## src/rtl/muxbus_responder_pkg.sv

```systemverilog
// -----------------------------------------------------------------------------
// muxbus_responder_pkg
// Shared definitions for the multiplexed-bus memory responder:
//   - state_t   : responder bus-cycle state machine encoding
//   - OE_WRITE / OE_READ : values of the core's uio_oe that mark a write / read
//   - in_window : address-window hit test used by the responder
// -----------------------------------------------------------------------------
package muxbus_responder_pkg;

  typedef enum logic [1:0] {
    S_IDLE = 2'd0,
    S_LO   = 2'd1,
    S_HI   = 2'd2,
    S_DATA = 2'd3
  } state_t;

  localparam logic [7:0] OE_WRITE = 8'hFF;
  localparam logic [7:0] OE_READ  = 8'h00;

  // True when addr falls in the 2^aw-byte window starting at base.
  function automatic logic in_window(input logic [15:0] addr,
                                     input logic [15:0] base,
                                     input int unsigned aw);
    return (addr >> aw) == (base >> aw);
  endfunction

endpackage

```

## src/rtl/muxbus_responder_if.sv

```systemverilog
// -----------------------------------------------------------------------------
// muxbus_responder_if
// Signals between the 6502 core's multiplexed external bus and its memory
// responder.
//   phi        : bus phase (core clk_cpu); high = addr_mux carries ab[15:8]
//   addr_mux   : core uo_out, time-shared address byte
//   bus_in     : core uio_out, write data while phi is high
//   bus_oe_in  : core uio_oe, 8'hFF write / 8'h00 read
//   data_out   : read data returned to the core
//   data_oe    : drive enable for data_out
//   phase_err  : sticky protocol-violation flag
//   rd_count   : completed read cycles (zero unless stats are built in)
//   wr_count   : completed write cycles (zero unless stats are built in)
// Modports: master = core side, slave = responder side.
// -----------------------------------------------------------------------------
interface muxbus_responder_if;
  logic        phi;
  logic [7:0]  addr_mux;
  logic [7:0]  bus_in;
  logic [7:0]  bus_oe_in;
  logic [7:0]  data_out;
  logic        data_oe;
  logic        phase_err;
  logic [15:0] rd_count;
  logic [15:0] wr_count;

  modport master (
    output phi, addr_mux, bus_in, bus_oe_in,
    input  data_out, data_oe, phase_err, rd_count, wr_count
  );

  modport slave (
    input  phi, addr_mux, bus_in, bus_oe_in,
    output data_out, data_oe, phase_err, rd_count, wr_count
  );
endinterface

```

## src/rtl/muxbus_ram.sv

```systemverilog
// -----------------------------------------------------------------------------
// muxbus_ram
// Synchronous single-port byte RAM, depth 2^AW, registered read.
//   clk   : clock
//   addr  : byte index
//   we    : write enable (wdata written at addr on the clock edge)
//   wdata : write data
//   rdata : registered read data (old contents on a same-edge write)
// -----------------------------------------------------------------------------
module muxbus_ram #(
  parameter int AW = 8
) (
  input  logic          clk,
  input  logic [AW-1:0] addr,
  input  logic          we,
  input  logic [7:0]    wdata,
  output logic [7:0]    rdata
);

  logic [7:0] mem [2**AW];

  // NOTE: the array has no reset branch; memories keep their contents across
  // reset, and a reset loop would stop the tools mapping this onto a RAM.
  always_ff @(posedge clk) begin
    if (we) mem[addr] <= wdata;
    rdata <= mem[addr];
  end

endmodule

```

## src/rtl/muxbus_responder.sv

```systemverilog
// -----------------------------------------------------------------------------
// muxbus_responder
// Memory-side responder for the 6502 core's multiplexed external bus.
// Rebuilds the 16-bit address from the two address phases, serves reads from
// an internal byte RAM and commits writes on the falling edge of phi.
//   clk, rst_n : system clock, asynchronous active-low reset
//   bus        : muxbus_responder_if.slave (see interface header)
// Parameters: MEM_AW (log2 RAM bytes), BASE (window base), MISS_DATA (byte
// returned for reads outside the window).
// Optional macro MUXBUS_RESP_STATS_EN: builds the read/write cycle counters;
// without it rd_count/wr_count are tied to zero.
// -----------------------------------------------------------------------------
module muxbus_responder
  import muxbus_responder_pkg::*;
#(
  parameter int         MEM_AW    = 8,
  parameter logic [15:0] BASE     = 16'h0000,
  parameter logic [7:0] MISS_DATA = 8'hEA
) (
  input logic             clk,
  input logic             rst_n,
  muxbus_responder_if.slave bus
);

  state_t            state_q, state_d;
  logic              phi_q, fall, rise;
  logic              lo_done_q, is_wr_q, hit_q, phase_err_q;
  logic [7:0]        addr_lo_q, addr_hi_q, wdata_q, data_out_q, ram_rdata;
  logic              latch_lo, latch_hi, cycle_done, err_set, ram_we;
  logic [MEM_AW-1:0] ram_idx;

  assign fall = phi_q & ~bus.phi;
  assign rise = ~phi_q & bus.phi;

  // In S_HI the high byte is still on the pins, so the read is issued from
  // them directly; afterwards the latched copy addresses the write.
  assign ram_idx = (state_q == S_HI) ? MEM_AW'({bus.addr_mux, addr_lo_q})
                                     : MEM_AW'({addr_hi_q, addr_lo_q});
  assign ram_we  = cycle_done & is_wr_q & hit_q;

  // NOTE: every output of this block gets a default first, so no path
  // through the case can leave one unassigned and infer a latch.
  always_comb begin
    state_d    = state_q;
    latch_lo   = 1'b0;
    latch_hi   = 1'b0;
    cycle_done = 1'b0;
    err_set    = 1'b0;
    case (state_q)
      S_IDLE: if (fall) state_d = S_LO;
      S_LO: begin
        if (rise) begin
          if (!lo_done_q) begin
            // Low phase too short to have sampled the low address byte.
            err_set = 1'b1;
            state_d = S_IDLE;
          end else begin
            state_d = S_HI;
          end
        end else if (!lo_done_q) begin
          latch_lo = 1'b1;
        end
      end
      S_HI: begin
        if (fall) begin
          // High phase too short: abandon the cycle, the fall opens the next.
          err_set = 1'b1;
          state_d = S_LO;
        end else begin
          latch_hi = 1'b1;
          state_d  = S_DATA;
        end
      end
      S_DATA: begin
        if (fall) begin
          cycle_done = 1'b1;
          state_d    = S_LO;
        end
      end
      default: state_d = S_IDLE;
    endcase
  end

  // NOTE: sequential state uses non-blocking assignments so every flop
  // samples the pre-edge values regardless of statement order.
  always_ff @(posedge clk or negedge rst_n) begin
    if (!rst_n) begin
      state_q     <= S_IDLE;
      phi_q       <= 1'b0;
      lo_done_q   <= 1'b0;
      is_wr_q     <= 1'b0;
      hit_q       <= 1'b0;
      addr_lo_q   <= '0;
      addr_hi_q   <= '0;
      wdata_q     <= '0;
      data_out_q  <= '0;
      phase_err_q <= 1'b0;
    end else begin
      state_q <= state_d;
      phi_q   <= bus.phi;
      if (latch_lo) begin
        addr_lo_q <= bus.addr_mux;
        is_wr_q   <= (bus.bus_oe_in == OE_WRITE);
        lo_done_q <= 1'b1;
      end else if (state_q != S_LO) begin
        lo_done_q <= 1'b0;
      end
      if (latch_hi) begin
        addr_hi_q <= bus.addr_mux;
        wdata_q   <= bus.bus_in;
        hit_q     <= in_window({bus.addr_mux, addr_lo_q}, BASE, MEM_AW);
      end
      if (state_q == S_DATA) data_out_q <= hit_q ? ram_rdata : MISS_DATA;
      if (err_set) phase_err_q <= 1'b1;
    end
  end

  muxbus_ram #(.AW(MEM_AW)) u_ram (
    .clk   (clk),
    .addr  (ram_idx),
    .we    (ram_we),
    .wdata (wdata_q),
    .rdata (ram_rdata)
  );

  assign bus.data_out  = data_out_q;
  // Combinational so the driver lets go in the same cycle phi drops.
  assign bus.data_oe   = (state_q == S_DATA) & ~is_wr_q & bus.phi;
  assign bus.phase_err = phase_err_q;

`ifdef MUXBUS_RESP_STATS_EN
  logic [15:0] rd_cnt_q, wr_cnt_q;

  always_ff @(posedge clk or negedge rst_n) begin
    if (!rst_n) begin
      rd_cnt_q <= '0;
      wr_cnt_q <= '0;
    end else if (cycle_done) begin
      if (is_wr_q) wr_cnt_q <= wr_cnt_q + 16'd1;
      else         rd_cnt_q <= rd_cnt_q + 16'd1;
    end
  end

  assign bus.rd_count = rd_cnt_q;
  assign bus.wr_count = wr_cnt_q;
`else
  assign bus.rd_count = '0;
  assign bus.wr_count = '0;
`endif

endmodule

```

## src/flat_wrapper.sv

```systemverilog
// flat-port wrapper written by rule: the top's interface ports become plain ports
module muxbus_responder_flat import muxbus_responder_pkg::*;
#(
  parameter int         MEM_AW    = 8,
  parameter logic [15:0] BASE     = 16'h0000,
  parameter logic [7:0] MISS_DATA = 8'hEA
)
  (clk, rst_n, bus_phi, bus_addr_mux, bus_bus_in, bus_bus_oe_in, bus_data_out, bus_data_oe, bus_phase_err, bus_rd_count, bus_wr_count);
  muxbus_responder_if bus_i ();
  input logic clk;
  input logic rst_n;
  input wire logic [$bits(bus_i.phi)-1:0] bus_phi;
  input wire logic [$bits(bus_i.addr_mux)-1:0] bus_addr_mux;
  input wire logic [$bits(bus_i.bus_in)-1:0] bus_bus_in;
  input wire logic [$bits(bus_i.bus_oe_in)-1:0] bus_bus_oe_in;
  output wire logic [$bits(bus_i.data_out)-1:0] bus_data_out;
  output wire logic [$bits(bus_i.data_oe)-1:0] bus_data_oe;
  output wire logic [$bits(bus_i.phase_err)-1:0] bus_phase_err;
  output wire logic [$bits(bus_i.rd_count)-1:0] bus_rd_count;
  output wire logic [$bits(bus_i.wr_count)-1:0] bus_wr_count;
  assign bus_i.phi = bus_phi;
  assign bus_i.addr_mux = bus_addr_mux;
  assign bus_i.bus_in = bus_bus_in;
  assign bus_i.bus_oe_in = bus_bus_oe_in;
  assign bus_data_out = bus_i.data_out;
  assign bus_data_oe = bus_i.data_oe;
  assign bus_phase_err = bus_i.phase_err;
  assign bus_rd_count = bus_i.rd_count;
  assign bus_wr_count = bus_i.wr_count;
  muxbus_responder #(.MEM_AW(MEM_AW), .BASE(BASE), .MISS_DATA(MISS_DATA)) u_core (.clk(clk), .rst_n(rst_n), .bus(bus_i));
endmodule
```

## config.mk

```make
export PLATFORM = sky130hd
export DESIGN_NAME = muxbus_responder_flat
export DESIGN_NICKNAME = d
export VERILOG_FILES = /design/src/rtl/muxbus_responder_pkg.sv /design/src/rtl/muxbus_responder_if.sv /design/src/rtl/muxbus_ram.sv /design/src/rtl/muxbus_responder.sv /design/src/flat_wrapper.sv
export SDC_FILE = /design/constraint.sdc
export NUM_CORES = 2
export LEC_CHECK = 0
export CORE_ASPECT_RATIO = 1.2
export CORE_UTILIZATION = 45
export CTS_BUF_LIST = sky130_fd_sc_hd__clkbuf_16
export CTS_CLUSTER_DIAMETER = 50
export DETAILED_ROUTE_END_ITERATION = 10
export SLEW_MARGIN = 20
export SYNTH_ARGS = -nofsm -noshare
export SYNTH_HDL_FRONTEND = slang
export SYNTH_SLANG_ARGS = --single-unit
```

## constraint.sdc

```tcl
create_clock -name clk -period 4.3 [get_ports clk]
set_input_delay 0.645 -clock clk [delete_from_list [all_inputs] [get_ports clk]]
set_output_delay 0.645 -clock clk [all_outputs]
set_load 0.01 [all_outputs]
```

==> results_dict.tcl <==
set metrics [dict create \
    num_rows 168 \
    routedWlPerCell_um 30.1 \
    crit_fanout 38 \
    synthesis.area_um2 79800 \
    drive_gt1_frac 0.280 \
    setup_tns_ns 0 \
    seqPwrFrac 0.443 \
    finalWirelength_mm 194 \
    final_nets 4026 \
    timing.hold.ws_ns 0.374 \
    hold_viol 0 \
    hold_class "in -> reg" \
    status "completed" \
    min_to "u_core.phi_q$_DFF_PN0_" \
    power_density_nw_per_um2 657 \
    critPathLaunchType "register" \
    rr_endpoint "u_core.u_ram.rdata[4]$_DFF_P_" \
    grt_max_degree 133 \
    place.gp.congestion 0.836 \
    netlist_top_cells_area "edfxtp_1, mux4_2, a22oi_1" \
    async_flop_share 0.0149 \
    grt_pass1_vias 39400 \
    place.port_buffers 36 \
    max_freq_mhz 263 \
    cts_max_level 4 \
    vias 38400 \
    synth_top_area_frac 0.771 \
    die_y_um 463 \
    antenna_found_initial 2 \
    core_um2 175000 \
    dieArea_um2 179000 \
    finalSetupViolations 0 \
    start_util 0.455 \
    p_sw_uw 18700 \
    critPathKind "reg -> reg" \
    clock-root-buffer "clkbuf_16" \
    drv_slew 0 \
    yosysWarnings 0 \
    arrival_ns 4.52 \
    pwr-share-clk 0.283 \
    synth.distinct_cells 36 \
    tritoncts "done" \
    ioPinCount 69 \
    r2r_start "u_core.addr_lo_q[0]$_DFFE_PN0P_" \
    ys_seq_area_frac 0.782 \
    drt-initial-drc-count 3984 \
    antenna_left 0 \
    finalCritPeriodShare 0.885 \
    clk_path_buf_depth 3 \
    synth-edff-count 2048 \
    clock_latency_ns 0.83 \
    cts_sinks 2087 \
    path_clk_slew_ns 0.06 \
    ff2ff_setup_slack_ns 0.49 \
    synth_ff_type "edfxtp_1" \
    globalRouteOverflowTotal 0 \
    syn_avg_cell_area_um2 21.7 \
    worst_r2r_path_depth 8 \
    cts-resized-gates 0 \
    drc_errors 0 \
    p_leak_uw 0.0283 \
    swShare 0.312 \
    p_int_uw 41300 \
    vias_per_cell 5.94 \
    holdPathStages 1 \
    grt_pass1_wl_mm 281 \
    ir_drop_v 0.000570 \
    drv_cap 0 \
    fin_util 0.521 \
    slew_headroom 0.306 \
    dr.pass1.iters 7 \
    pwr-share-comb 0.274 \
    yosysTopAreaCell "edfxtp_1" \
    required_ns 5.02 \
    syn_inst 3669 \
    hold_path_startpoint "bus_phi" \
    period_needed_ns 3.81 \
    end_kind "register" \
    die_width_um 386 \
    areaGrowthSynthToFinish_pct 14.5 \
    hpwl_mm 117 \
    grt_use_total 0.217 \
    ys_seq_elements 2087 \
    cts_buffers 198 \
    fin_skew_ns 0.0294 \
    worst_pin_slew_ns 1.04 \
    rsz0062_at_grt "no" \
    post_cts_buffers 0 \
]
-- sequential cells by signal (all words and copies together), names as in the netlist, 2 cells and up --
signal / count
u_core.wdata_q: 8
u_core.u_ram.mem: 2048
u_core.bus.data_out: 8
u_core.state_q: 2
u_core.u_ram.rdata: 8
u_core.addr_lo_q: 8
-- power groups by stage --
stage               clock [uW]  combinational (uW)  sequential [uW]
finish                   17000               16500            26600
global route             18000               17400            26600
CTS                      17300               16700            26600
detailed placement           0               16700            27000
global placement             0               16500            27000
floorplan                    0                8980            28100
-- layer usage --
layer | share of wire | routed length [um] | track usage | up-vias
met5 | 0 | 0 | 0 | -
met4 | 0.030 | 5830 | 0.0703 | 0
met3 | 0.063 | 12200 | 0.0352 | 278
met2 | 0.50 | 97400 | 0.360 | 1423
met1 | 0.40 | 78600 | 0.296 | 20600
li1 | - | - | - | 16000
-- cells by family (layout without fill, tap and decap cells) --
family                     Yosys count  after routing  share of synthesized area
DFF                               2087           2087                      0.782
muxes                              528            528                      0.147
AOI/OAI and AO/OA                  433            433                     0.0369
and+or+nand+nor                    344            344                     0.0173
buffers and inverters              272            733                     0.0159
adders and majority gates            4              4                   0.000627
other                                1             33                  0.0000470
-- cell usage after synthesis, drive strengths merged (2+ instances only) --
cell       n
a21oi    131
a22oi    256
a31oi      4
and2       2
buf      111
clkbuf   150
dfrtp     31
dfxtp      8
edfxtp  2048
ha         4
inv       11
mux2      15
mux4     512
nand2     36
nand2b     4
nand3      7
nand4     11
nor2     268
nor2b      7
nor3       4
nor4       2
o21ai      6
o41ai     32
-- stage by stage --
step	instances	setup slack [ns]	area (um2)	power [uW]
2_1_floorplan	3700	0.318	79900	37100
3_3_place_gp	6089	0.573	85000	43500
3_5_place_dp	6089	0.533	85000	43700
4_1_cts	6456	0.523	91300	60600
5_1_grt	6457	0.339	91300	62000
6_report	6457	0.493	91300	60100
-- cells in the final DEF (no fill, tap or decap), types with 5 or more instances in the layout --
cell type           n
clkdlybuf4s50_1    35
mux4_2            512
mux2_2             15
nor2_1            267
conb_1             32
nand3_1             7
nor2b_1             5
nand2_1            20
clkinv_1           43
o21ai_0             6
o41ai_1            28
clkinv_2           33
inv_1              55
dfrtp_4            10
clkinvlp_4         10
inv_6               6
clkbuf_16         204
a22oi_1           256
dfrtp_1            21
edfxtp_1         2048
buf_12             44
a21oi_1           131
nand4_1            11
bufinv_16          16
nand2_2            16
buf_4             275
dfxtp_1             8
-- worst max-delay path: stages (launching register included) --
cell and delay [ns]:
dfrtp_4 0.80, buf_12 0.35, buf_12 0.30, mux4_2 0.56, a22oi_1 0.30, a21oi_1 0.20
o41ai_1 0.70, buf_4 0.27, nand4_1 0.09
-- layout make-up --
class | count | area (um2)
inverters | 11 | 41.3
flip-flops and latches | 2087 | 62500
fillers | 13500 | 84000
clock inverters | 162 | 1220
clock buffers | 204 | 5100
diodes | 1 | 2.50
repair buffers | 356 | 3310
multi-input cells | 1341 | 16300
well taps | 2295 | 2870
-- timing repair --
action | 4_1_cts | 5_1_grt
hold buffers | 1 | 0
setup endpoints to repair | 0 | 0
endpoints found under the hold margin | 31 | 0
-- worst max-delay path by stage --
stage	startpoint	to	depth (start not counted)
detailed placement	u_core.addr_lo_q[0]$_DFFE_PN0P_	u_core.u_ram.rdata[6]$_DFF_P_	7
CTS	u_core.addr_lo_q[0]$_DFFE_PN0P_	u_core.u_ram.rdata[6]$_DFF_P_	7
floorplan	u_core.wdata_q[0]$_DFFE_PN0P_	u_core.u_ram.mem[0][0]$_DFFE_PP_	0
finish	u_core.addr_lo_q[0]$_DFFE_PN0P_	u_core.u_ram.rdata[4]$_DFF_P_	8
global placement	u_core.addr_lo_q[0]$_DFFE_PN0P_	u_core.u_ram.rdata[6]$_DFF_P_	7
global route	u_core.addr_lo_q[0]$_DFFE_PN0P_	u_core.u_ram.rdata[4]$_DFF_P_	8
Power figures use the tool's default switching activity.
